## src/rtl/fir_pkg.sv

```systemverilog
// Shared constants for the FIR output path and the accumulator width helper.
// Latency: none (constants and a constant function only).
// Backpressure: not applicable.
package fir_pkg;
  localparam int FIR_OUT_W = 10;
  localparam int DEF_OUT_W = 8;
  localparam int DEF_DECIM = 4;
  localparam int DEF_SHIFT = 2;
  localparam int DEF_DEPTH = 8;

  // Width that holds the sum of 'decim' full-scale samples without wrapping.
  function automatic int acc_width(input int in_w, input int decim);
    return in_w + $clog2(decim);
  endfunction
endpackage

```

## src/rtl/fir_decim_out_if.sv

```systemverilog
// Sample-in / result-out bundle between the FIR, the decimator and its consumer.
// Latency: none (wires only).
// Backpressure: dout_ready from the consumer; din side has no ready.
interface fir_decim_out_if import fir_pkg::*; #(
  parameter int IN_W  = FIR_OUT_W,
  parameter int OUT_W = DEF_OUT_W,
  parameter int DEPTH = DEF_DEPTH
);
  localparam int CNT_W = $clog2(DEPTH) + 1;

  logic [IN_W-1:0]  din;
  logic             din_valid;
  logic [OUT_W-1:0] dout;
  logic             dout_valid;
  logic             dout_ready;
  logic [CNT_W-1:0] count;
  logic             ovf;
  logic             clr_ovf;

  // Decimator side.
  modport slave (
    input  din, din_valid, dout_ready, clr_ovf,
    output dout, dout_valid, count, ovf
  );

  // FIR + consumer side.
  modport master (
    output din, din_valid, dout_ready, clr_ovf,
    input  dout, dout_valid, count, ovf
  );
endinterface

```

## src/rtl/sync_fifo.sv

```systemverilog
// Single-clock first-word-fall-through FIFO with occupancy count.
// Latency: a pushed word is visible at o_dat right after the push edge.
// Backpressure: push when full succeeds only with a same-cycle pop, else o_drop.
module sync_fifo #(
  parameter int W     = 8,
  parameter int DEPTH = 8
) (
  input  logic                     clk,
  input  logic                     rst,
  input  logic                     i_push,
  input  logic [W-1:0]             i_dat,
  input  logic                     i_rdy,
  output logic [W-1:0]             o_dat,
  output logic                     o_vld,
  output logic [$clog2(DEPTH):0]   o_count,
  output logic                     o_drop
);
  localparam int AW = $clog2(DEPTH);

  logic [W-1:0] r_mem [DEPTH];
  logic [AW:0]  r_wr;
  logic [AW:0]  r_rd;
  logic [AW:0]  w_count;
  logic         w_full;
  logic         w_pop;
  logic         w_wr;

  // Pointers carry one extra MSB so full and empty are distinguishable.
  assign w_count = r_wr - r_rd;
  assign w_full  = (w_count == (AW+1)'(DEPTH));
  assign o_vld   = (w_count != '0);
  assign w_pop   = o_vld & i_rdy;
  assign w_wr    = i_push & (~w_full | w_pop);
  assign o_drop  = i_push & w_full & ~w_pop;
  assign o_count = w_count;
  assign o_dat   = o_vld ? r_mem[r_rd[AW-1:0]] : '0;

  // Storage array needs no reset: nothing is read until it has been written.
  always_ff @(posedge clk) begin
    if (w_wr) r_mem[r_wr[AW-1:0]] <= i_dat;
  end

  // Advance write/read pointers on accepted push/pop.
  always_ff @(posedge clk or negedge rst) begin
    if (!rst) begin
      r_wr <= '0;
      r_rd <= '0;
    end else begin
      if (w_wr)  r_wr <= r_wr + 1'b1;
      if (w_pop) r_rd <= r_rd + 1'b1;
    end
  end
endmodule

```

## src/rtl/fir_decim_out.sv

```systemverilog
// Boxcar decimator: sums DECIM FIR samples, shifts, saturates, queues the result.
// Latency: result visible right after the edge accepting the group's last sample.
// Backpressure: none upstream; a full FIFO without pop drops the result, sets ovf.
module fir_decim_out import fir_pkg::*; #(
  parameter int IN_W  = FIR_OUT_W,
  parameter int OUT_W = DEF_OUT_W,
  parameter int DECIM = DEF_DECIM,
  parameter int SHIFT = DEF_SHIFT,
  parameter int DEPTH = DEF_DEPTH
) (
  input  logic               clk,
  input  logic               rst,
  fir_decim_out_if.slave     bus
);
  localparam int ACC_W = acc_width(IN_W, DECIM);
  localparam int PH_W  = $clog2(DECIM);
  localparam logic [OUT_W-1:0] MAX_OUT = '1;

  logic [PH_W-1:0]  r_ph;
  logic [ACC_W-1:0] r_acc;
  logic             r_ovf;
  logic [ACC_W-1:0] w_sum;
  logic [ACC_W-1:0] w_res;
  logic [OUT_W-1:0] w_sat;
  logic             w_first;
  logic             w_dump;
  logic             w_drop;

  assign w_first = (r_ph == '0);
  assign w_dump  = bus.din_valid & (r_ph == PH_W'(DECIM-1));
  assign w_sum   = r_acc + ACC_W'(bus.din);
  assign w_res   = w_sum >> SHIFT;
  assign w_sat   = (w_res > ACC_W'(MAX_OUT)) ? MAX_OUT : w_res[OUT_W-1:0];

  // Phase and running sum only move on valid samples; phase wraps after the dump.
  always_ff @(posedge clk or negedge rst) begin
    if (!rst) begin
      r_ph  <= '0;
      r_acc <= '0;
    end else if (bus.din_valid) begin
      r_ph  <= w_dump ? '0 : r_ph + 1'b1;
      r_acc <= w_first ? ACC_W'(bus.din) : w_sum;
    end
  end

  // Sticky drop flag; a drop on the same edge wins over a clear.
  always_ff @(posedge clk or negedge rst) begin
    if (!rst)              r_ovf <= 1'b0;
    else if (w_drop)       r_ovf <= 1'b1;
    else if (bus.clr_ovf)  r_ovf <= 1'b0;
  end

  assign bus.ovf = r_ovf;

  sync_fifo #(
    .W     (OUT_W),
    .DEPTH (DEPTH)
  ) u_fifo (
    .clk     (clk),
    .rst     (rst),
    .i_push  (w_dump),
    .i_dat   (w_sat),
    .i_rdy   (bus.dout_ready),
    .o_dat   (bus.dout),
    .o_vld   (bus.dout_valid),
    .o_count (bus.count),
    .o_drop  (w_drop)
  );
endmodule

```

## src/flat_wrapper.sv

```systemverilog
// flat-port wrapper written by rule: the top's interface ports become plain ports
module fir_decim_out_flat import fir_pkg::*;
#(
  parameter int IN_W  = FIR_OUT_W,
  parameter int OUT_W = DEF_OUT_W,
  parameter int DECIM = DEF_DECIM,
  parameter int SHIFT = DEF_SHIFT,
  parameter int DEPTH = DEF_DEPTH
)
  (clk, rst, bus_din, bus_din_valid, bus_dout_ready, bus_clr_ovf, bus_dout, bus_dout_valid, bus_count, bus_ovf);
  fir_decim_out_if #(.IN_W(IN_W), .OUT_W(OUT_W), .DEPTH(DEPTH)) bus_i ();
  input  logic clk;
  input  logic rst;
  input wire logic [$bits(bus_i.din)-1:0] bus_din;
  input wire logic [$bits(bus_i.din_valid)-1:0] bus_din_valid;
  input wire logic [$bits(bus_i.dout_ready)-1:0] bus_dout_ready;
  input wire logic [$bits(bus_i.clr_ovf)-1:0] bus_clr_ovf;
  output wire logic [$bits(bus_i.dout)-1:0] bus_dout;
  output wire logic [$bits(bus_i.dout_valid)-1:0] bus_dout_valid;
  output wire logic [$bits(bus_i.count)-1:0] bus_count;
  output wire logic [$bits(bus_i.ovf)-1:0] bus_ovf;
  assign bus_i.din = bus_din;
  assign bus_i.din_valid = bus_din_valid;
  assign bus_i.dout_ready = bus_dout_ready;
  assign bus_i.clr_ovf = bus_clr_ovf;
  assign bus_dout = bus_i.dout;
  assign bus_dout_valid = bus_i.dout_valid;
  assign bus_count = bus_i.count;
  assign bus_ovf = bus_i.ovf;
  fir_decim_out #(.IN_W(IN_W), .OUT_W(OUT_W), .DECIM(DECIM), .SHIFT(SHIFT), .DEPTH(DEPTH)) u_core (.clk(clk), .rst(rst), .bus(bus_i));
endmodule
```

## config.mk

```make
export PLATFORM = sky130hd
export DESIGN_NAME = fir_decim_out_flat
export DESIGN_NICKNAME = d
export VERILOG_FILES = /design/src/rtl/fir_pkg.sv /design/src/rtl/fir_decim_out_if.sv /design/src/rtl/sync_fifo.sv /design/src/rtl/fir_decim_out.sv /design/src/flat_wrapper.sv
export SDC_FILE = /design/constraint.sdc
export NUM_CORES = 1
export LEC_CHECK = 0
export ABC_CLOCK_PERIOD_IN_PS = 3700
export BUFFER_PORTS_ARGS = -buffer_cell sky130_fd_sc_hd__buf_4
export CORE_UTILIZATION = 25
export CTS_CLUSTER_SIZE = 20
export DETAILED_ROUTE_END_ITERATION = 8
export PLACE_DENSITY = 0.5
export SETUP_SLACK_MARGIN = 0.5
export SYNTH_ARGS = -nofsm -noshare
export SYNTH_HDL_FRONTEND = slang
export SYNTH_SLANG_ARGS = --single-unit
export TNS_END_PERCENT = 30
```

## constraint.sdc

```tcl
create_clock -name clk -period 3.7 [get_ports clk]
set_input_delay 0.74 -clock clk [delete_from_list [all_inputs] [get_ports clk]]
set_output_delay 0.74 -clock clk [all_outputs]
set_load 0.02 [all_outputs]
```

# After elaboration in Yosys (flattened, before gate mapping)
# Memory sizes are Yosys's and may differ from the RTL's.
# Index checks and enable logic that the tools add are counted.
# Widths: inputs -> output; s select.
[totals]
register_bits = 23
latchBits = 0
ram_bits = 64
romBits = 0
input_bits = 15
wordCells = 33
memories = 1
[op_classes]
addsub = 5
n_mul = 0
div = 0
n_lt_le_gt_ge = 1
eq_ne = 2
n_shift = 0
mux = 8
bitwise_logic = 8
reduce_logical = 3
[mem_list]
columns = ["name", "depth", "word_bits", "rd", "rd_ports_with_merged_regs", "write_ports", "line_no", "source"]
rows = [
  ["u_core.u_fifo.r_mem", 8, 8, 1, 0, 1, "sync_fifo.sv:20", "logic [W-1:0] r_mem [DEPTH];"],
]
[op_table]
columns = ["op", "count"]
rows = [
  ["$mux 8", 2],
  ["$add 12x10->12", 1],
  ["$mux 12", 1],
  ["$gt 10x8->1 const B", 1],
  ["$add 4x1->4 const B", 2],
  ["$and 1x1->1", 5],
  ["$eq 4x4->1 const B", 1],
  ["$mux 1", 4],
  ["$reduce_bool 4->1", 1],
  ["$sub 4x4->4", 1],
  ["$add 2x1->2 const B", 1],
  ["$eq 2x2->1 const B", 1],
  ["$logic_not 2->1", 1],
  ["$mux 2", 1],
  ["$not 1->1", 2],
  ["$reduce_bool 2->1", 1],
  ["$or 1x1->1", 1],
]

# Logic depth before layout (Yosys ltp)
# Gate-level depths: netlist (run 1).
[logic_depth]
depth_word = 7
mapped_depth = 11
mapped_depth_nobuf = 9

# Modules after synthesis
# From an unflattened synthesis (run 1), not the netlist that was laid out.
[unflattened]
cells_unflattened = 345
area_unflattened_um2 = 4529.3
[by_module_without_submodules]
columns = ["mod", "instances", "cells_each", "area_per_inst_um2", "seq_area_each_um2"]
rows = [
  ["sync_fifo", 1, 188, 3209.3, 2122.0],
  ["fir_decim_out", 1, 157, 1320.0, 375.4],
]

# Least setup slack after synthesis (run 1)
# No wires, ideal clock.
[synth_path]
path_kind = "reg2reg"
start = "reg u_core.u_fifo.r_rd[1]"
end = "mem u_core.u_fifo.r_mem[0][0], enable pin"
t_arrival_ns = 3.257
slack_ns = 0.048
path_stages_with_launch = 11
n_path_buf = 3
path_cell_list = "dfrtp_1 > clkbuf_1 > buf_1 > inv_1 > ha_1 > nor2b_1 > o21a_1 > or3_1 > a31o_2 > buf_6 > nor4_1"
[synth_via]
elab_chain_cells = 7
elab_cells_between_ends = 9
cone_classes = "add/sub: 1; eq/ne: 1; mux: 2; bitwise: 4; reduce/logical: 1"
[synth_lines]
columns = ["element", "line_no", "source"]
rows = [
  ["start: declaration", "sync_fifo.sv:22", "logic [AW:0] r_rd;"],
  ["start signal: assignment", "sync_fifo.sv:50", "if (w_pop) r_rd <= r_rd + 1'b1;"],
  ["$sub 4x4->4 *", "sync_fifo.sv:29", "assign w_count = r_wr - r_rd;"],
  ["$reduce_bool 4->1 or $eq 4x4->1 (tied branches)", "sync_fifo.sv:31, sync_fifo.sv:30", ""],
  ["$and 1x1->1 or $not 1->1 (tied branches)", "sync_fifo.sv:32, sync_fifo.sv:33", ""],
  ["$or 1x1->1 *", "sync_fifo.sv:33", "assign w_wr = i_push & (~w_full | w_pop);"],
  ["$and 1x1->1 *", "sync_fifo.sv:33", ""],
  ["$mux 1 *", "sync_fifo.sv:40", "if (w_wr) r_mem[r_wr[AW-1:0]] <= i_dat;"],
  ["$mux 1 (not written as such) *", "sync_fifo.sv:40", ""],
  ["end: declaration", "sync_fifo.sv:20", ""],
]
# Every way passes the cells marked *; elsewhere a longest branch is shown, timed or not.

# Worst setup path in the final report (run 1)
[layout_path]
start = "in bus_din[0]"
end = "mem u_core.u_fifo.r_mem[0][3] (data pin)"
[layout_via]
elab_chain_cells = 3
[layout_lines]
columns = ["element", "line_no", "source"]
rows = [
  ["start: declaration", "flat_wrapper.sv:14", "input wire logic [$bits(bus_i.din)-1:0] bus_din;"],
  ["$add 12x10->12 *", "fir_decim_out.sv:31", "assign w_sum = r_acc + ACC_W'(bus.din);"],
  ["$gt 10x8->1", "fir_decim_out.sv:33", "assign w_sat = (w_res > ACC_W'(MAX_OUT)) ? MAX_OUT : w_res[OUT_W-1:0];"],
  ["$mux 8 *", "fir_decim_out.sv:33", ""],
  ["net u_core.u_fifo.i_dat[3]", "sync_fifo.sv:11", "input logic [W-1:0] i_dat,"],
]
# Mark *: on every way through the listed nets, which the timed path passes. The rest lies on a longest branch.

==> impl_results.md, run 1 <==
- Cell Area, Synth: 4194 um^2
- Flop-to-flop setup slack: 0.78 ns
- Final GP Congestion: 0.7461
- CP required: 3.72 ns
- Ys async rst share: 26.44%
- DR pass1 iterations: 4
- Synth warnings: 0
- Antenna violations before repair: 0
- CTS tree: done
- CTS Buf Count: 9
- Top_reg_cell synth: edfxtp_1
- Layout Cells excl Fill: 575
- Synth Area per Inst: 13.57 um^2
- Pwr dens: 946.7 nW/um^2
- Count leader, synth: edfxtp_1
- Slew margin rel.: 49.98%
- Worst-Skew Late Latency: 0.33 ns
- Met2 Wirelength: 4322 um
- Fin nets: 388
- Fmax: 325.2 MHz
- Share of the synthesized area in the top cell type: 45.82%
- Worst Path Arrival: 3.09 ns
- Final wirelength: 9196 um
- Placement Cell Area: 4742 um^2
- Hpwl dp: 6252 um
- Layout Skew: 0.007766 ns
- Wire per inst: 15.99 um
- First-pass GRT wire length: 14,720 um
- CP max FO: 8
- Pin count of the biggest net entering global routing: 25
- R2R Path End: u_core.u_fifo.r_mem[0][3]
- # setup viols final: 0
- Setup ws final: 0.6253 ns
- Leakage: 1.896 nW
- Area Growth Syn to Fin: 21.45%
- PortBufs: 28
- VDD IR max: 0.0004293 V
- WL met1: 4543 um
- Clk Tree Root Cell: clkbuf_16
- Mapped Nets: 343
- Gr usage total: 11.25%
- Initial core utilization: 26.02%
- # fillers: 1,654
- Die height: 131.5 um
- Final period utilization: 83.10%
- Largest area contributor in the netlist: edfxtp_1
- Clock slew at reported path FFs: 0.06 ns
- Synth cell count leaders: 64 x edfxtp_1, 36 x nand2_1, 26 x a21oi_1
- IO Pins: 29
- # DRC: 0
- Total gr overflow: 0
- Final Hold Viols: 0
- Setup_tns: 0 ns
- Routed vias: 2,555
- Worst-Margin Slew: 0.7503 ns
- Fin area: 5094 um^2
- H-tree depth: 3
- RSZ-0062 raised after global routing: false
- R2R Path Start: u_core.r_acc[0]
- Sink count of the clock tree: 87
- Share of cells above drive strength 1: 27.30%
- Core area: 16,120 um^2
- Drt initial violations: 165
- Clk buf depth: 2
- Final Slew Violations: 0
- Kind of critical path: in2reg
- Antenna Cells: 0
- Die X: 131.5 um
- Netlist cell types: 49
- Hold-fix buffers, CTS: 0
- Reg2Reg Depth: 8
- Wire length on met3: 275 um
- Remaining antenna violation count: 0
- Largest cells by area after synthesis: edfxtp_1 46%, dfrtp_1 14%, mux4_2 8.6%
- Outcome: complete, no violations
- Worst slack, placed: 0.3207 ns
- Fin crit period: 3.075 ns
- Yosys reg bits: 87
- Max_cap viols: 0
- Die area: 17,300 um^2
- FP Rows: 46
- Post-synth EDFFs: 64
- Number of instances in the placed design: 553
- Worst hold margin: 0.3056 ns
- Crit end category: register
- Syn Inst Count: 309
- DR top layer: met4
- Worst hold path type: in2async
- Number of global-route vias before repair: 2,593
- Critical path launch point type: primary input
- Via density: 4.443
- Register area share after synthesis: 59.55%
==> final cells by class <==
class                   instances  area [um^2]  share of cell area (%)
clock buffers                   9        225.2                   4.422
clock inverters                 7        63.81                   1.253
inverters                      16        60.06                   1.179
multi-input cells             193         1623                   31.86
flip-flops and latches         87         2501                   49.10
well taps                     216        270.3                   5.306
repair buffers                 47        350.3                   6.878
==> metal layers <==
metal  up-vias  GRT usage [%]
li1       1242              -
met1      1270          15.01
met2        38          17.67
met3         5          3.588
met4         0          2.519
met5         -              0
==> flip-flops by register name, indices dropped and copies added (netlist names) <==
signal               flops
u_core.u_fifo.r_wr       4
u_core.bus.ovf           1
u_core.r_acc            12
u_core.r_ph              2
u_core.u_fifo.r_rd       4
u_core.u_fifo.r_mem     64
==> through the flow <==
| stage | util (%) | power (mW) |
|---|---|---|
| 6_report | 31.61 | 4.822 |
| 5_1_grt | 31.61 | 5.150 |
| 3_3_place_gp | 29.43 | 3.833 |
| 4_1_cts | 31.33 | 4.797 |
| 2_1_floorplan | - | 3.135 |
| 3_5_place_dp | 29.43 | 3.876 |
==> critical path: stages <==
cell and delay [ns]:
buf_4 0.11, ha_1 0.22, fa_1 0.41, a21o_1 0.23, a221oi_2 0.36, a211oi_2 0.16
or3_4 0.35, a2bb2oi_4 0.27, nand2_1 0.24
==> cell families after synthesis <==
kind of cell / count (synthesis) / synth area share, %
DFF: 87 / 59.55
xor gates and xnor gates: 16 / 3.341
and+or+nand+nor: 81 / 9.397
adders and majority gates: 19 / 6.026
buffers and inverters: 29 / 2.864
AOI/OAI and AO/OA: 56 / 8.860
muxes: 21 / 9.964
==> timing repair <==
item,in CTS,in global routing
setup buffers,2,3
resized for setup,2,5
setup endpoints to repair,9,9
pin swaps,0,1
cloned,0,1
==> how the worst max path moves through the flow <==
stage	from	endpoint	cells past startpoint
6_report	bus_din[0]	u_core.u_fifo.r_mem[0][3]	9
5_1_grt	u_core.u_fifo.r_rd[1]	bus_dout[1]	9
4_1_cts	u_core.u_fifo.r_wr[0]	bus_dout[2]	9
3_5_place_dp	bus_din[0]	u_core.u_fifo.r_mem[1][6]	9
3_3_place_gp	bus_din[0]	u_core.u_fifo.r_mem[4][3]	9
2_1_floorplan	u_core.u_fifo.r_rd[1]	u_core.u_fifo.r_mem[4][0]	10
==> report_power, final <==
part	leakage [nW]	switching (mW)	total, mW	internal [mW]
combinational	0.919	1.44	2.42	0.981
sequential	0.837	0.110	1.52	1.41
clock	0.140	0.364	0.881	0.517
total	1.90	1.91	4.82	2.91
==> layout by cell type, fill, tap and decap left out, drive strengths merged, types with 2 or more instances in the layout <==
| cell type | count |
|---|---|
| a221oi | 2 |
| a21o | 4 |
| mux2 | 3 |
| nand2 | 36 |
| inv | 15 |
| nor4 | 4 |
| nor4b | 2 |
| nand2b | 4 |
| clkbuf | 9 |
| xnor2 | 8 |
| clkinv | 6 |
| dfrtp | 23 |
| nand3 | 7 |
| o31ai | 2 |
| o211ai | 4 |
| xor2 | 8 |
| nor2 | 15 |
| o21a | 2 |
| mux4 | 16 |
| and3 | 2 |
| fa | 2 |
| ha | 17 |
| buf | 47 |
| a21oi | 26 |
| or3 | 3 |
| nor3 | 4 |
| edfxtp | 64 |
| mux2i | 2 |
| o21ai | 8 |
Note: power is estimated with default switching activity, not from simulation.
==> inputs of run 2 (changes only) <==
--- a/config.mk
+++ b/config.mk
@@ -5,12 +5,13 @@
 export SDC_FILE = /design/constraint.sdc
 export NUM_CORES = 1
 export LEC_CHECK = 0
-export ABC_CLOCK_PERIOD_IN_PS = 3700
+export ABC_AREA = 1
+export ABC_CLOCK_PERIOD_IN_PS = 3000
 export BUFFER_PORTS_ARGS = -buffer_cell sky130_fd_sc_hd__buf_4
 export CORE_UTILIZATION = 25
 export CTS_CLUSTER_SIZE = 20
 export DETAILED_ROUTE_END_ITERATION = 8
-export PLACE_DENSITY = 0.5
+export PLACE_DENSITY = 0.49
 export SETUP_SLACK_MARGIN = 0.5
 export SYNTH_ARGS = -nofsm -noshare
 export SYNTH_HDL_FRONTEND = slang
==> constraint.sdc (replaced) <==
create_clock -name clk -period 3 [get_ports clk]
set_input_delay 0.6 -clock clk [delete_from_list [all_inputs] [get_ports clk]]
set_output_delay 0.6 -clock clk [all_outputs]
set_load 0.02 [all_outputs]
==> run 2 against run 1 <==
Setup slack lost 0.45 ns; first-iteration DRC count shrank 0.61%; power grew 42%; clock skew shrank 0.0013 ns; design area grew 8.6%; global-route usage grew 1.4 points; register-to-register slack lost 0.43 ns; sequential cell count is the same; core utilization grew 0.37 points; largest power group unchanged; highest routed layer unchanged.
==> impl_results.md, run 2 <==
- Largest family of logic cells by synthesized area: simple AND/OR/NAND/NOR gates (was multiplexers)
- Synth cell count leaders: 128 x nand2_1, 64 x edfxtp_1, 48 x nor2_1 (was 64 x edfxtp_1, 36 x nand2_1, 26 x a21oi_1)
- DR pass1 iterations: 7 (was 4)
- Complex-gate fraction of the synthesized area: 9.506% (was 8.860%)
- Synth warnings: 0 (unchanged)
- CTS Buf Count: 9 (unchanged)
- Worst hold path type: in2async (unchanged)
- Clk Tree Root Cell: clkbuf_16 (unchanged)
- Netlist cell types: 25 (was 49)
- Kind of critical path: reg2out (was in2reg)
- Drt initial violations: 164 (was 165)
- Total gr overflow: 0 (unchanged)
- IO Pins: 29 (unchanged)
- Worst hold margin: 0.1532 ns (was 0.3056 ns)
- Final Hold Viols: 0 (unchanged)
- Max reg flops: 64 (unchanged)
- Via density: 4.517 (was 4.443)
- Worst path slowest cell: dfrtp_1 (was fa_1)
- Most common cell after layout, fill and taps aside: nand2_1 (was edfxtp_1)
- Final core utilization: 31.97% (was 31.61%)
- Fin area: 5530 um^2 (was 5094 um^2)
- Die X: 135.2 um (was 131.5 um)
- Fin nets: 545 (was 388)
- Top_reg_cell synth: edfxtp_1 (unchanged)
- Core area: 17,300 um^2 (was 16,120 um^2)
- Area Growth Syn to Fin: 24.68% (was 21.45%)
- Largest cells by area after synthesis: edfxtp_1 43%, dfrtp_1 13%, nand2_1 11% (was edfxtp_1 46%, dfrtp_1 14%, mux4_2 8.6%)
- GRT met1 Usage: 16.66% (was 15.01%)
- PortBufs: 28 (unchanged)
- Outcome: complete, no violations (unchanged)
- Final period utilization: 94.22%
- Gr usage total: 12.65% (was 11.25%)
- Critical path cell sequence: ha_4 > fa_2 > xnor2_4 > nor3_4 > nand2_2 > clkinvlp_4 > buf_12 > nor3_4 > buf_6 (was buf_4 > ha_1 > fa_1 > a21o_1 > a221oi_2 > a211oi_2 > or3_4 > a2bb2oi_4 > nand2_1)
- Share of the synthesized area in the top cell type: 43.33% (was 45.82%)
- Post-synthesis simple-gate area fraction: 21.38% (was 9.397%)
- Initial core utilization: 25.64% (was 26.02%)
- Cell Area, Synth: 4436 um^2 (was 4194 um^2)
- Clk buf depth: 2 (unchanged)
- XOR/XNOR Fraction of Synth Area: 2.341% (was 3.341%)
- VDD IR max: 0.0006218 V (was 0.0004293 V)
- Met2 Track Usage GR: 20.20% (was 17.67%)
- Mapped Nets: 506 (was 343)
- Wire per inst: 14.23 um (was 15.99 um)
- Fin crit period: 2.827 ns
- Post-synth EDFFs: 64 (unchanged)
- Pwr dens: 1236 nW/um^2 (was 946.7 nW/um^2)
- # fillers: 1,803 (was 1,654)
- Final Slew Violations: 0 (unchanged)
- Yosys reg bits: 87 (unchanged)
- Synth Area per Inst: 9.397 um^2 (was 13.57 um^2)
- Worst-Margin Slew: 0.8421 ns (was 0.7503 ns)
- Max_cap viols: 0 (unchanged)
- Setup_tns: 0 ns (unchanged)
- # DRC: 0 (unchanged)
- CTS tree: done (unchanged)
- Crit end category: output port (was register)
- Most frequent cells in the layout: 127 x nand2_1, 64 x edfxtp_1, 44 x nor2_1, 42 x a21oi_1, 33 x buf_4 (was 64 x edfxtp_1, 46 x buf_4, 36 x nand2_1, 25 x a21oi_1, 20 x dfrtp_1)
- Syn Inst Count: 472 (was 309)
- First-pass GRT wire length: 17,590 um (was 14,720 um)
- H-tree depth: 3 (unchanged)
- Met3 Usage GRT: 2.918% (was 3.588%)
- Pin count of the biggest net entering global routing: 37 (was 25)
- Clock slew at reported path FFs: 0.06 ns (about the same)
- Slew margin rel.: 43.65% (was 49.98%)
- # setup viols final: 0 (unchanged)
- Critical path launch point type: register (was primary input)
- Final GP Congestion: 0.8850 (was 0.7461)
- Register area share after synthesis: 56.30% (was 59.55%)
- Die area: 18,280 um^2 (was 17,300 um^2)
- Antenna violations before repair: 0 (unchanged)
- RSZ-0062 raised after global routing: true (was false)
- Number of global-route vias before repair: 3,328 (was 2,593)
- Fmax: 353.8 MHz
- Antenna Cells: 0 (unchanged)
- Hpwl dp: 7401 um (was 6252 um)
- Worst-Skew Late Latency: 0.35 ns (was 0.33 ns)
- Sink count of the clock tree: 87 (unchanged)
- Count leader, synth: nand2_1 (was edfxtp_1)
- Layout Skew: 0.006460 ns (was 0.007766 ns)
- Worst Path Arrival: 2.23 ns (was 3.09 ns)
- Placement Cell Area: 5066 um^2 (was 4742 um^2)
- Leakage: 2.248 nW (was 1.896 nW)
- Post-synthesis adder-cell area fraction: 5.698% (was 6.026%)
- Final wirelength: 10,540 um (was 9196 um)
- Largest area contributor in the netlist: edfxtp_1 (unchanged)
- CP required: 2.40 ns (was 3.72 ns)
- Most used cell, CP: nor3_4
- Routed vias: 3,347 (was 2,555)
- Die height: 135.2 um (was 131.5 um)
- Ys async rst share: 26.44% (unchanged)
- Multiplexer area fraction after synthesis: 0% (was 9.964%)
- Total Power: 6.838 mW (was 4.822 mW)
- Crit path largest cell delay: 0.43 ns (was 0.41 ns)
- Share of cells above drive strength 1: 17.05% (was 27.30%)
- CP max FO: 8 (unchanged)
- Most Crowded Layer GR: met2 (unchanged)
- FP Rows: 48 (was 46)
- Remaining antenna violation count: 0 (unchanged)
[run 2: power breakdown]
group | internal (mW) | switching, mW
sequential | 1.74 | 0.123
clock | 0.676 | 0.482
combinational | 1.49 | 2.33
[run 2: stage by stage]
stage	worst slack, ns	std cells
2_1_floorplan	0.2244	472
3_3_place_gp	0.2250	718
3_5_place_dp	0.1507	718
4_1_cts	0.1519	741
5_1_grt	0.06471	741
6_report	0.1734	741
[run 2: cell type report]
cell class | count | area, um^2 | share of cell area, %
Inverter | 38 | 153.9 | 2.783
Sequential cell | 87 | 2501 | 45.23
Clock inverter | 5 | 63.81 | 1.154
Clock buffer | 11 | 242.7 | 4.389
Tap cell | 225 | 281.5 | 5.091
Multi-Input combinational cell | 331 | 1907 | 34.48
Timing Repair Buffer | 44 | 380.4 | 6.878
[run 2: final timing paths]
| kind | startpoint | to | slack, ns | cells after the start |
|---|---|---|---|---|
| max in group asynchronous | rst | u_core.u_fifo.r_wr[1] | 2.57 | 1 |
| min in group clk | bus_clr_ovf | u_core.bus.ovf | 0.45 | 2 |
| min | rst | u_core.r_acc[7] | 0.15 | 1 |
| max | u_core.u_fifo.r_rd[0] | bus_dout[0] | 0.17 | 9 |
| min reg2reg | u_core.r_acc[9] | u_core.r_acc[9] | 0.49 | 2 |
| max reg2reg | u_core.u_fifo.r_rd[0] | u_core.u_fifo.r_mem[1][1] | 0.35 | 8 |
[run 2: cells by family (layout without fill, tap and decap cells)]
family	Yosys count	in the layout
adder cells (fa/ha/maj)	19	19
flip-flops	87	87
buffers and inverters	54	98
AO/OA/AOI/OAI	75	75
AND/OR/NAND/NOR	226	226
XOR/XNOR	11	11
[run 2: critical path: cells and delay by family (launching register included)]
family | cells | cell delay, ns
fa+ha+maj | 2 | 0.56
simple gates | 3 | 0.32
xor+xnor | 1 | 0.18
flops | 1 | 0.43
buf+inv | 3 | 0.39
[run 2: timing repair]
action,CTS,global route
hold buffers,0,0
resized for setup,17,8
endpoints found under the setup margin,74,74
pin swaps,1,0
buffers inserted,7,0
[run 2: layer usage]
layer  wire length, um  vias up
li1                  -     1681
met1              5131     1601
met2              4890       53
met3               334       12
met4               188        0
met5                 0        -
==> inputs of run 3 (changes only) <==
--- a/config.mk
+++ b/config.mk
@@ -6,7 +6,7 @@
 export NUM_CORES = 1
 export LEC_CHECK = 0
 export ABC_AREA = 1
-export ABC_CLOCK_PERIOD_IN_PS = 3000
+export ABC_CLOCK_PERIOD_IN_PS = 2900
 export BUFFER_PORTS_ARGS = -buffer_cell sky130_fd_sc_hd__buf_4
 export CORE_UTILIZATION = 25
 export CTS_CLUSTER_SIZE = 20
==> constraint.sdc (replaced) <==
create_clock -name clk -period 2.9 [get_ports clk]
set_input_delay 0.58 -clock clk [delete_from_list [all_inputs] [get_ports clk]]
set_output_delay 0.58 -clock clk [all_outputs]
set_load 0.02 [all_outputs]
==> run 3 against run 2 <==
Non-clock buffer count increased by 5; setup slack lost 0.080 ns; final cell count grew 0.67%; largest cell class unchanged; highest routed layer unchanged.
==> impl_results.md, run 3 (synthesized netlist as in run 2, its figures left out) <==
- Max reg flops: 64 (unchanged)
- Net Sw Power: 3.070 mW (was 2.931 mW)
- Final GP Congestion: 0.8073 (was 0.8850)
- Core area: 17,300 um^2 (unchanged)
- Fmax: 356.3 MHz
- Reg2Reg Depth: 10 (was 8)
- Final wirelength: 10,700 um (was 10,540 um)
- FP Rows: 48 (unchanged)
- # setup viols final: 0 (unchanged)
- Critical path cell sequence: inv_2 > ha_4 > fa_2 > xnor2_4 > nor3_4 > nand2_2 > clkinvlp_4 > buf_12 > nor3_4 > buf_6 (was ha_4 > fa_2 > xnor2_4 > nor3_4 > nand2_2 > clkinvlp_4 > buf_12 > nor3_4 > buf_6)
- Number of global-route vias before repair: 3,328 (unchanged)
- Comb power frac: 56.2% (was 55.8%)
- Pwr dens: 1259 nW/um^2 (was 1236 nW/um^2)
- Worst-Margin Slew: 0.4869 ns (was 0.8421 ns)
- Total gr overflow: 0 (unchanged)
- RSZ-0062 raised after global routing: true (unchanged)
- First-pass GRT wire length: 17,250 um (was 17,590 um)
- Drt initial violations: 132 (was 164)
- IO Pins: 29 (unchanged)
- Clock slew at reported path FFs: 0.07 ns (was 0.06 ns)
- Total Power: 7.023 mW (was 6.838 mW)
- Die X: 135.2 um (unchanged)
- Sink count of the clock tree: 87 (unchanged)
- Antenna violations before repair: 0 (unchanged)
- Area Growth Syn to Fin: 25.78% (was 24.68%)
- Gr usage total: 12.43% (was 12.65%)
- Final Hold Viols: 0 (unchanged)
- Worst path slowest cell: dfrtp_1 (unchanged)
- Pint: 3.953 mW (was 3.907 mW)
- Sequential share of power: 27.3% (about the same)
- DR pass1 iterations: 4 (was 7)
- Max_cap viols: 0 (unchanged)
- Switch share: 43.71% (was 42.86%)
- Kind of critical path: reg2out (unchanged)
- Crit path largest cell delay: 0.37 ns (was 0.43 ns)
- Via density: 4.458 (was 4.517)
- Slew margin rel.: 67.50% (was 43.65%)
- PortBufs: 28 (unchanged)
- VDD IR max: 0.0004403 V (was 0.0006218 V)
- Hpwl dp: 7614 um (was 7401 um)
- Leakage: 2.273 nW (was 2.248 nW)
- Fin crit period: 2.807 ns
- Worst Path Arrival: 2.23 ns (about the same)
- Antenna Cells: 0 (unchanged)
- CTS tree: done (unchanged)
- Die area: 18,280 um^2 (unchanged)
- CP max FO: 8 (unchanged)
- Die height: 135.2 um (unchanged)
- Worst hold path type: in2async (unchanged)
- Crit end category: output port (unchanged)
- Share of cells above drive strength 1: 19.00% (was 17.05%)
- # DRC: 0 (unchanged)
- CTS Buf Count: 9 (unchanged)
- Pin count of the biggest net entering global routing: 36 (was 37)
- Final core utilization: 32.26% (was 31.97%)
- Worst-Skew Late Latency: 0.34 ns (was 0.35 ns)
- Layout Skew: 0.007220 ns (was 0.006460 ns)
- Clk Tree Root Cell: clkbuf_16 (unchanged)
- Most used cell, CP: nor3_4 (unchanged)
- Clk buf depth: 2 (unchanged)
- Initial core utilization: 25.64% (unchanged)
- Critical path launch point type: register (unchanged)
- Final period utilization: 96.79%
- H-tree depth: 3 (unchanged)
- Clock power frac: 16.4% (was 16.9%)
- Most frequent cells in the layout: 125 x nand2_1, 64 x edfxtp_1, 41 x a21oi_1, 40 x nor2_1, 38 x buf_4 (was 127 x nand2_1, 64 x edfxtp_1, 44 x nor2_1, 42 x a21oi_1, 33 x buf_4)
- Routed vias: 3,326 (was 3,347)
- Fin nets: 550 (was 545)
- Wire per inst: 14.35 um (was 14.23 um)
- Final Slew Violations: 0 (unchanged)
- Remaining antenna violation count: 0 (unchanged)
- CP required: 2.32 ns (was 2.40 ns)
- Outcome: complete, no violations (unchanged)
- Most common cell after layout, fill and taps aside: nand2_1 (unchanged)
run 3: cell count changes in the layout (fill, tap and decap cells not counted), moves of 2 or more:
| cell | delta |
|---|---|
| buf_4 | +5 |
| nor2_2 | +5 |
| nor2_1 | -4 |
| dfrtp_1 | +3 |
| dfrtp_2 | -3 |
| inv_8 | +3 |
| buf_12 | +2 |
| buf_6 | -2 |
| inv_6 | -2 |
| nand2_1 | -2 |
| nand2_2 | +2 |
run 3: cell type report:
| cell class | count | area (um^2) |
|---|---|---|
| Multi-Input combinational cell | 331 | 1913 |
| Clock inverter | 7 | 75.07 |
| Clock buffer | 9 | 225.2 |
| Sequential cell | 87 | 2497 |
| Fill cell | 1776 | 11720 |
| Tap cell | 225 | 281.5 |
| Inverter | 38 | 151.4 |
| Timing Repair Buffer | 49 | 435.4 |
run 3: critical path, delay by kind of cell (launching register included):
kind	cells	cell delay, ns
XOR/XNOR	1	0.19
buffers and inverters	4	0.46
adder cells (fa/ha/maj)	2	0.53
flip-flops	1	0.37
AND/OR/NAND/NOR	3	0.34
run 3: layer usage:
| layer | wire, um | track usage [%] | part of all wire, % |
|---|---|---|---|
| met5 | 0 | 0 | 0 |
| met4 | 128 | 4.182 | 1.2 |
| met3 | 283 | 2.581 | 2.6 |
| met2 | 5093 | 20.66 | 48 |
| met1 | 5199 | 16.04 | 49 |
run 3: path summary, 6_finish.rpt:
check / startpoint / endpoint / slack [ns]
setup reg to reg: u_core.u_fifo.r_wr[0] / u_core.u_fifo.r_mem[4][1] / 0.58
max in group asynchronous: rst / u_core.u_fifo.r_wr[3] / 2.50
hold / removal: rst / u_core.r_acc[9] / 0.13
setup / recovery: u_core.u_fifo.r_wr[0] / bus_dout[1] / 0.09
min in group clk: bus_clr_ovf / u_core.bus.ovf / 0.43
hold reg to reg: u_core.r_acc[8] / u_core.r_acc[8] / 0.48
run 3: power by group through the flow:
| stage | combinational, mW | clock (mW) | sequential (mW) |
|---|---|---|---|
| 6_report | 3.95 | 1.16 | 1.92 |
| 5_1_grt | 4.37 | 1.23 | 1.94 |
| 4_1_cts | 3.95 | 1.19 | 1.92 |
| 3_5_place_dp | 3.69 | 0 | 1.95 |
| 3_3_place_gp | 3.62 | 0 | 1.94 |
| 2_1_floorplan | 2.57 | 0 | 1.93 |
run 3: stage by stage:
stage | setup TNS, ns | hold slack, ns | cell area, um^2 | worst slack, ns | cells
global placement | 0 | 0.4742 | 5101 | 0.2519 | 722
global route | -0.04594 | 0.1612 | 5579 | -0.02780 | 746
CTS | 0 | 0.1526 | 5492 | 0.04341 | 743
floorplan | 0 | 0.2844 | 4589 | 0.1444 | 472
detailed placement | 0 | 0.4764 | 5101 | 0.2059 | 722
finish | 0 | 0.1335 | 5579 | 0.09316 | 746
run 3: what timing repair did:
item | in CTS | in global routing
pin swaps | 2 | 3
gates resized for setup | 11 | 12
hold buffers | 0 | 0
endpoints found under the setup margin | 74 | 131
setup buffers | 5 | 3
